### src/rtl/pong_display_ctrl.sv
// Frame-synchronised Pong game-flow sequencer: tracks phase and scores and
// drives the per-layer display enables, ball motion gate and blink effects.
module pong_display_ctrl #(
    parameter int unsigned SERVE_FRAMES = 120,
    parameter int unsigned POINT_FRAMES = 60,
    parameter int unsigned BLINK_HALF   = 15,
    parameter int unsigned WIN_SCORE    = 9
) (
    input  logic       clk,
    input  logic       reset,
    input  logic       frame_tick,
    input  logic       start_btn,
    input  logic       miss1,
    input  logic       miss2,
    output logic       pad1_en,
    output logic       pad2_en,
    output logic       ball_en,
    output logic       text_en,
    output logic       ball_run,
    output logic [3:0] score1,
    output logic [3:0] score2,
    output logic [1:0] winner,
    output logic [2:0] state
);

    localparam int unsigned FMAX   = (SERVE_FRAMES > POINT_FRAMES) ? SERVE_FRAMES : POINT_FRAMES;
    localparam int unsigned FCNT_W = (FMAX > 1) ? $clog2(FMAX) : 1;
    localparam int unsigned BCNT_W = (BLINK_HALF > 1) ? $clog2(BLINK_HALF) : 1;

    localparam logic [FCNT_W-1:0] SERVE_LAST = FCNT_W'(SERVE_FRAMES - 1);
    localparam logic [FCNT_W-1:0] POINT_LAST = FCNT_W'(POINT_FRAMES - 1);
    localparam logic [BCNT_W-1:0] BLINK_LAST = BCNT_W'(BLINK_HALF - 1);
    localparam logic [3:0]        WIN        = 4'(WIN_SCORE);

    typedef enum logic [2:0] {
        S_IDLE  = 3'd0,
        S_SERVE = 3'd1,
        S_PLAY  = 3'd2,
        S_POINT = 3'd3,
        S_OVER  = 3'd4
    } state_t;

    state_t              state_q;
    state_t              state_nxt;
    logic                start_q;
    logic                start_rise;
    logic                scorer_q;     // 0: player 1 scored last, 1: player 2
    logic                scorer_nxt;
    logic [FCNT_W-1:0]   fcnt_q;
    logic [FCNT_W-1:0]   fcnt_nxt;
    logic [BCNT_W-1:0]   bcnt_q;
    logic [BCNT_W-1:0]   bcnt_nxt;
    logic                phase_q;
    logic                phase_nxt;
    logic                entry;
    logic [3:0]          score1_nxt;
    logic [3:0]          score2_nxt;
    logic [1:0]          winner_nxt;
    logic                pad1_nxt;
    logic                pad2_nxt;
    logic                ball_nxt;
    logic                text_nxt;
    logic                run_nxt;

    function automatic logic [3:0] sat_inc(input logic [3:0] s);
        return (s >= WIN) ? WIN : 4'(s + 4'd1);
    endfunction

    assign start_rise = start_btn & ~start_q;
    assign state      = state_q;

    // Next state, score bookkeeping, frame/blink counters and enable decode
    always_comb begin
        state_nxt  = state_q;
        score1_nxt = score1;
        score2_nxt = score2;
        winner_nxt = winner;
        scorer_nxt = scorer_q;

        case (state_q)
            S_IDLE: begin
                if (start_rise) begin
                    state_nxt  = S_SERVE;
                    score1_nxt = 4'd0;
                    score2_nxt = 4'd0;
                    winner_nxt = 2'b00;
                end
            end
            S_SERVE: begin
                if (frame_tick && (fcnt_q == SERVE_LAST)) begin
                    state_nxt = S_PLAY;
                end
            end
            S_PLAY: begin
                if (miss1 && miss2) begin
                    state_nxt = S_SERVE;
                end else if (miss1) begin
                    score2_nxt = sat_inc(score2);
                    scorer_nxt = 1'b1;
                    state_nxt  = S_POINT;
                end else if (miss2) begin
                    score1_nxt = sat_inc(score1);
                    scorer_nxt = 1'b0;
                    state_nxt  = S_POINT;
                end
            end
            S_POINT: begin
                if (frame_tick && (fcnt_q == POINT_LAST)) begin
                    if ((scorer_q ? score2 : score1) == WIN) begin
                        state_nxt  = S_OVER;
                        winner_nxt = scorer_q ? 2'b10 : 2'b01;
                    end else begin
                        state_nxt = S_SERVE;
                    end
                end
            end
            S_OVER: begin
                if (start_rise) begin
                    state_nxt = S_IDLE;
                end
            end
            default: state_nxt = S_IDLE;
        endcase

        entry = (state_nxt != state_q);

        // A tick coinciding with a state change is absorbed by the entry clear
        fcnt_nxt  = fcnt_q;
        bcnt_nxt  = bcnt_q;
        phase_nxt = phase_q;
        if (entry) begin
            fcnt_nxt  = '0;
            bcnt_nxt  = '0;
            phase_nxt = 1'b1;
        end else if (frame_tick) begin
            fcnt_nxt = FCNT_W'(fcnt_q + 1'b1);
            if (bcnt_q == BLINK_LAST) begin
                bcnt_nxt  = '0;
                phase_nxt = ~phase_q;
            end else begin
                bcnt_nxt = BCNT_W'(bcnt_q + 1'b1);
            end
        end

        pad1_nxt = 1'b1;
        pad2_nxt = 1'b1;
        ball_nxt = 1'b0;
        text_nxt = 1'b0;
        run_nxt  = 1'b0;
        case (state_nxt)
            S_IDLE:  text_nxt = 1'b1;
            S_SERVE: ball_nxt = phase_nxt;
            S_PLAY: begin
                ball_nxt = 1'b1;
                run_nxt  = 1'b1;
            end
            S_POINT: begin
                if (scorer_nxt) pad2_nxt = phase_nxt;
                else            pad1_nxt = phase_nxt;
            end
            S_OVER: begin
                text_nxt = 1'b1;
                if (winner_nxt == 2'b10)      pad2_nxt = phase_nxt;
                else if (winner_nxt == 2'b01) pad1_nxt = phase_nxt;
            end
            default: text_nxt = 1'b1;
        endcase
    end

    // All state and outputs registered; enables track the new state on the same edge
    always_ff @(posedge clk) begin
        if (reset) begin
            state_q  <= S_IDLE;
            start_q  <= 1'b1;
            scorer_q <= 1'b0;
            fcnt_q   <= '0;
            bcnt_q   <= '0;
            phase_q  <= 1'b1;
            score1   <= 4'd0;
            score2   <= 4'd0;
            winner   <= 2'b00;
            pad1_en  <= 1'b1;
            pad2_en  <= 1'b1;
            text_en  <= 1'b1;
            ball_en  <= 1'b0;
            ball_run <= 1'b0;
        end else begin
            state_q  <= state_nxt;
            start_q  <= start_btn;
            scorer_q <= scorer_nxt;
            fcnt_q   <= fcnt_nxt;
            bcnt_q   <= bcnt_nxt;
            phase_q  <= phase_nxt;
            score1   <= score1_nxt;
            score2   <= score2_nxt;
            winner   <= winner_nxt;
            pad1_en  <= pad1_nxt;
            pad2_en  <= pad2_nxt;
            text_en  <= text_nxt;
            ball_en  <= ball_nxt;
            ball_run <= run_nxt;
        end
    end

endmodule

### config.mk
export PLATFORM = sky130hd
export DESIGN_NAME = pong_display_ctrl
export DESIGN_NICKNAME = d
export VERILOG_FILES = /design/src/rtl/pong_display_ctrl.sv
export SDC_FILE = /design/constraint.sdc
export NUM_CORES = 1
export LEC_CHECK = 0
export BUFFER_PORTS_ARGS = -buffer_cell sky130_fd_sc_hd__buf_2
export CORE_MARGIN = 5
export CORE_UTILIZATION = 55
export DETAILED_ROUTE_END_ITERATION = 10
export GPL_TIMING_DRIVEN = 0
export PLACE_DENSITY_LB_ADDON = 0.1
export SETUP_SLACK_MARGIN = 0.5
export SKIP_LAST_GASP = 1
export SLEW_MARGIN = 30
export SYNTH_ARGS = -nofsm -noshare
export SYNTH_HDL_FRONTEND = slang
export SYNTH_SLANG_ARGS = --single-unit
### constraint.sdc
create_clock -name clk -period 2.4 [get_ports clk]
set_clock_uncertainty 0.1 [all_clocks]
set_input_delay 0.24 -clock clk [delete_from_list [all_inputs] [get_ports clk]]
set_output_delay 0.24 -clock clk [all_outputs]
set_load 0.005 [all_outputs]
==> flow_metrics.tcl <==
set metrics [dict create \
    drc 0 \
    wl_per_cell_um 15.9 \
    grt_pass1_vias 1588 \
    synth-seq-cells 32 \
    cts-root-buf "clkbuf_4" \
    drtPass1Iterations 4 \
    cts_buffers 5 \
    hpwl_um 2840 \
    p_leak_nw 0.953 \
    fin_area_sq_um 2460 \
    area_growth_pct 41.8 \
    ios 24 \
    timing.final.crit_share 0.913 \
    synthCells 197 \
    layout.cells.non_filler 297 \
    final_max_slew_viol_count 0 \
    grt_pass1_wl_um 6980 \
    diodes 0 \
    clkPwrFrac 0.299 \
    netlist_area_sq_um 1730 \
    seq_area_sq_um 646 \
    placedCellCount 263 \
    highest_layer "met4" \
    die_area_sq_um 4380 \
    synth_common_cells "dfxtp_1, nor2_1, a21oi_1" \
    routed_wl_um 4720 \
    synth_area_leader_cell "dfxtp_1" \
    dp_slack_ns 0.219 \
    vias 1748 \
    yosysUniqueCellTypes 55 \
    internal_power_mw 0.699 \
    synth_most_common_cell "dfxtp_1" \
    endpoint_kind "flip-flop" \
    critPathArrivalTime_ns 2.31 \
    worst_pin_slew_ns 0.590 \
    worstSkewPairLatency_ns 0.33 \
    setup_viol 0 \
    rows 20 \
    rsz0062_at_grt "yes" \
    met1Wirelength_um 1780 \
    grt_overflow 0 \
    hold_buffers 0 \
    die_w_um 66.2 \
    drt_iter0_drc 97 \
    wl_met2_um 2530 \
    finalHoldViolCount 0 \
    crit_type "flip-flop to flip-flop" \
    syn_avg_cell_area_sq_um 8.80 \
    final_util 0.812 \
    synth.area.top_cells "dfxtp_1, ha_1, nor2_1, a21oi_1, buf_6" \
    portBuffers 22 \
    min_path_type "input pin to flip-flop" \
    gp_congestion 0.879 \
    critPathRequiredTime_ns 2.52 \
    max_freq_mhz 456 \
    die_y_um 66.2 \
    status "completed" \
    setup_tns_ns 0 \
    multiInputGateArea_sq_um 1250 \
    synth_warnings 0 \
    power.density_nw_per_um2 385 \
    maxCapViolations 0 \
    layout-drive-gt1-share 0.435 \
    ir_drop_v 0.000313 \
    layout.nets 266 \
    placed_area_sq_um 1960 \
    core_area_sq_um 3030 \
    p_sw_mw 0.247 \
    synth_nets 210 \
    path_clk_slew_ns 0.09 \
    nFillCells 186 \
    yosysTopAreaCellShare 0.369 \
    grt_max_degree 11 \
    initial_core_util 0.573 \
    holdWs_ns 0.0186 \
    h-tree-depth 2 \
    wl_met3_um 275 \
    cts_sinks 32 \
    clockBufferDepth 2 \
    synth_seq_area_share 0.369 \
    switching_share 0.261 \
    synth_top_flop_cell "dfxtp_1" \
    synth_async_sr_flop_share 0 \
    viasPerCell 5.89 \
    finalWorstSetupSlack_ns 0.208 \
    grt_antenna_before_repair 0 \
    ant_nets 0 \
    crit_fanout 6 \
    grt.total_usage 0.206 \
    cp-start-kind "flip-flop" \
    synth_edf_count 0 \
    cts_tree "done" \
    max_slew_margin 0.607 \
    post-route-min-period_ns 2.19 \
    power_frac_comb 0.123 \
    power_frac_seq 0.577 \
    finalPower_mw 0.946 \
]
==> power by group through the flow <==
stage / combinational (mW) / clock, mW / sequential (mW)
final: 0.117 / 0.283 / 0.546
after global routing: 0.127 / 0.319 / 0.548
after CTS: 0.0843 / 0.290 / 0.546
after detailed placement: 0.0733 / 0 / 0.560
after global placement: 0.0715 / 0 / 0.559
after floorplan: 0.0508 / 0 / 0.559
==> critical path: stages, from the launching register on <==
cell and delay (ns):
dfxtp_1 0.51, nor4bb_2 0.38, a22oi_2 0.17, nor4_4 0.39, a211oi_2 0.06, or4b_1 0.46
==> routing by layer <==
metal / vias to the layer above / global-route usage
met2: 55 / 0.364
li1: 834 / -
met5: - / 0
met1: 843 / 0.225
met3: 16 / 0.0646
met4: 0 / 0.0863
==> sequential cells by signal, summed over array words and instances (netlist names) <==
signal	count
state	3
start_q	1
score2	4
pad2_en	1
scorer_q	1
pad1_en	1
ball_en	1
winner	2
score1	4
fcnt_q	7
ball_run	1
text_en	1
bcnt_q	4
phase_q	1
==> final cells by class <==
cell class | count | area share
Timing Repair Buffer | 49 | 0.142
Sequential cell | 32 | 0.262
Multi-Input combinational cell | 147 | 0.508
Clock inverter | 1 | 0.00203
Inverter | 9 | 0.0137
Buffer | 9 | 0.0326
Clock buffer | 6 | 0.0168
Tap cell | 44 | 0.0224
==> repair_timing <==
item                                    4_1_cts  5_1_grt
pin swaps                                     5        8
endpoints found under the setup margin       17       22
hold endpoints to repair                      0        0
gates cloned                                  0        1
gates resized for setup                      17       36
setup buffers                                 9       17
==> cell usage in the layout (no fill, tap or decap), types with 2 or more instances in the layout <==
cell type  synthesis  routed
buf_2              1      23
nand2_1            8       7
clkbuf_1           4       4
a21oi_1           12       9
nor3b_1            3       2
buf_6              4       5
nor2_4             0       3
nor2_2             1       5
nor2b_1            4       3
nand3b_1           4       4
o21bai_1           3       2
inv_1              8       8
nor3_1             8       5
xnor2_1            2       2
nor3_2             0       2
mux2i_1            3       3
dfxtp_2            0       4
a21oi_2            0       3
o21ai_0            4       4
a31oi_1            3       2
nand4b_1           2       2
dfxtp_1           32      28
nor4_4             0       3
nand4_1            3       3
nand2b_1           4       4
a2111oi_2          0       2
buf_8              0       2
o211ai_1           2       2
nand3_1            8       7
nor2_1            22      15
clkbuf_4           0       5
ha_1               7       6
buf_4              0      23
xor2_1             5       5
==> cells by family after synthesis <==
kind of cell    after synthesis  share of synthesized area
simple gates                 87                      0.299
compound gates               43                      0.171
flops                        32                      0.369
buf+inv                      18                     0.0570
xor+xnor                      7                     0.0354
fa+ha+maj                     7                     0.0505
mux                           3                     0.0173
==> final timing paths <==
path,from,endpoint,slack (ns),depth (start not counted)
hold / removal,start_btn,start_q,0.02,2
setup / recovery,scorer_q,pad1_en,0.21,5
setup reg to reg,scorer_q,pad1_en,0.21,5
hold reg to reg,score1[1],score1[1],0.45,2
Power figures use the tool's default switching activity.
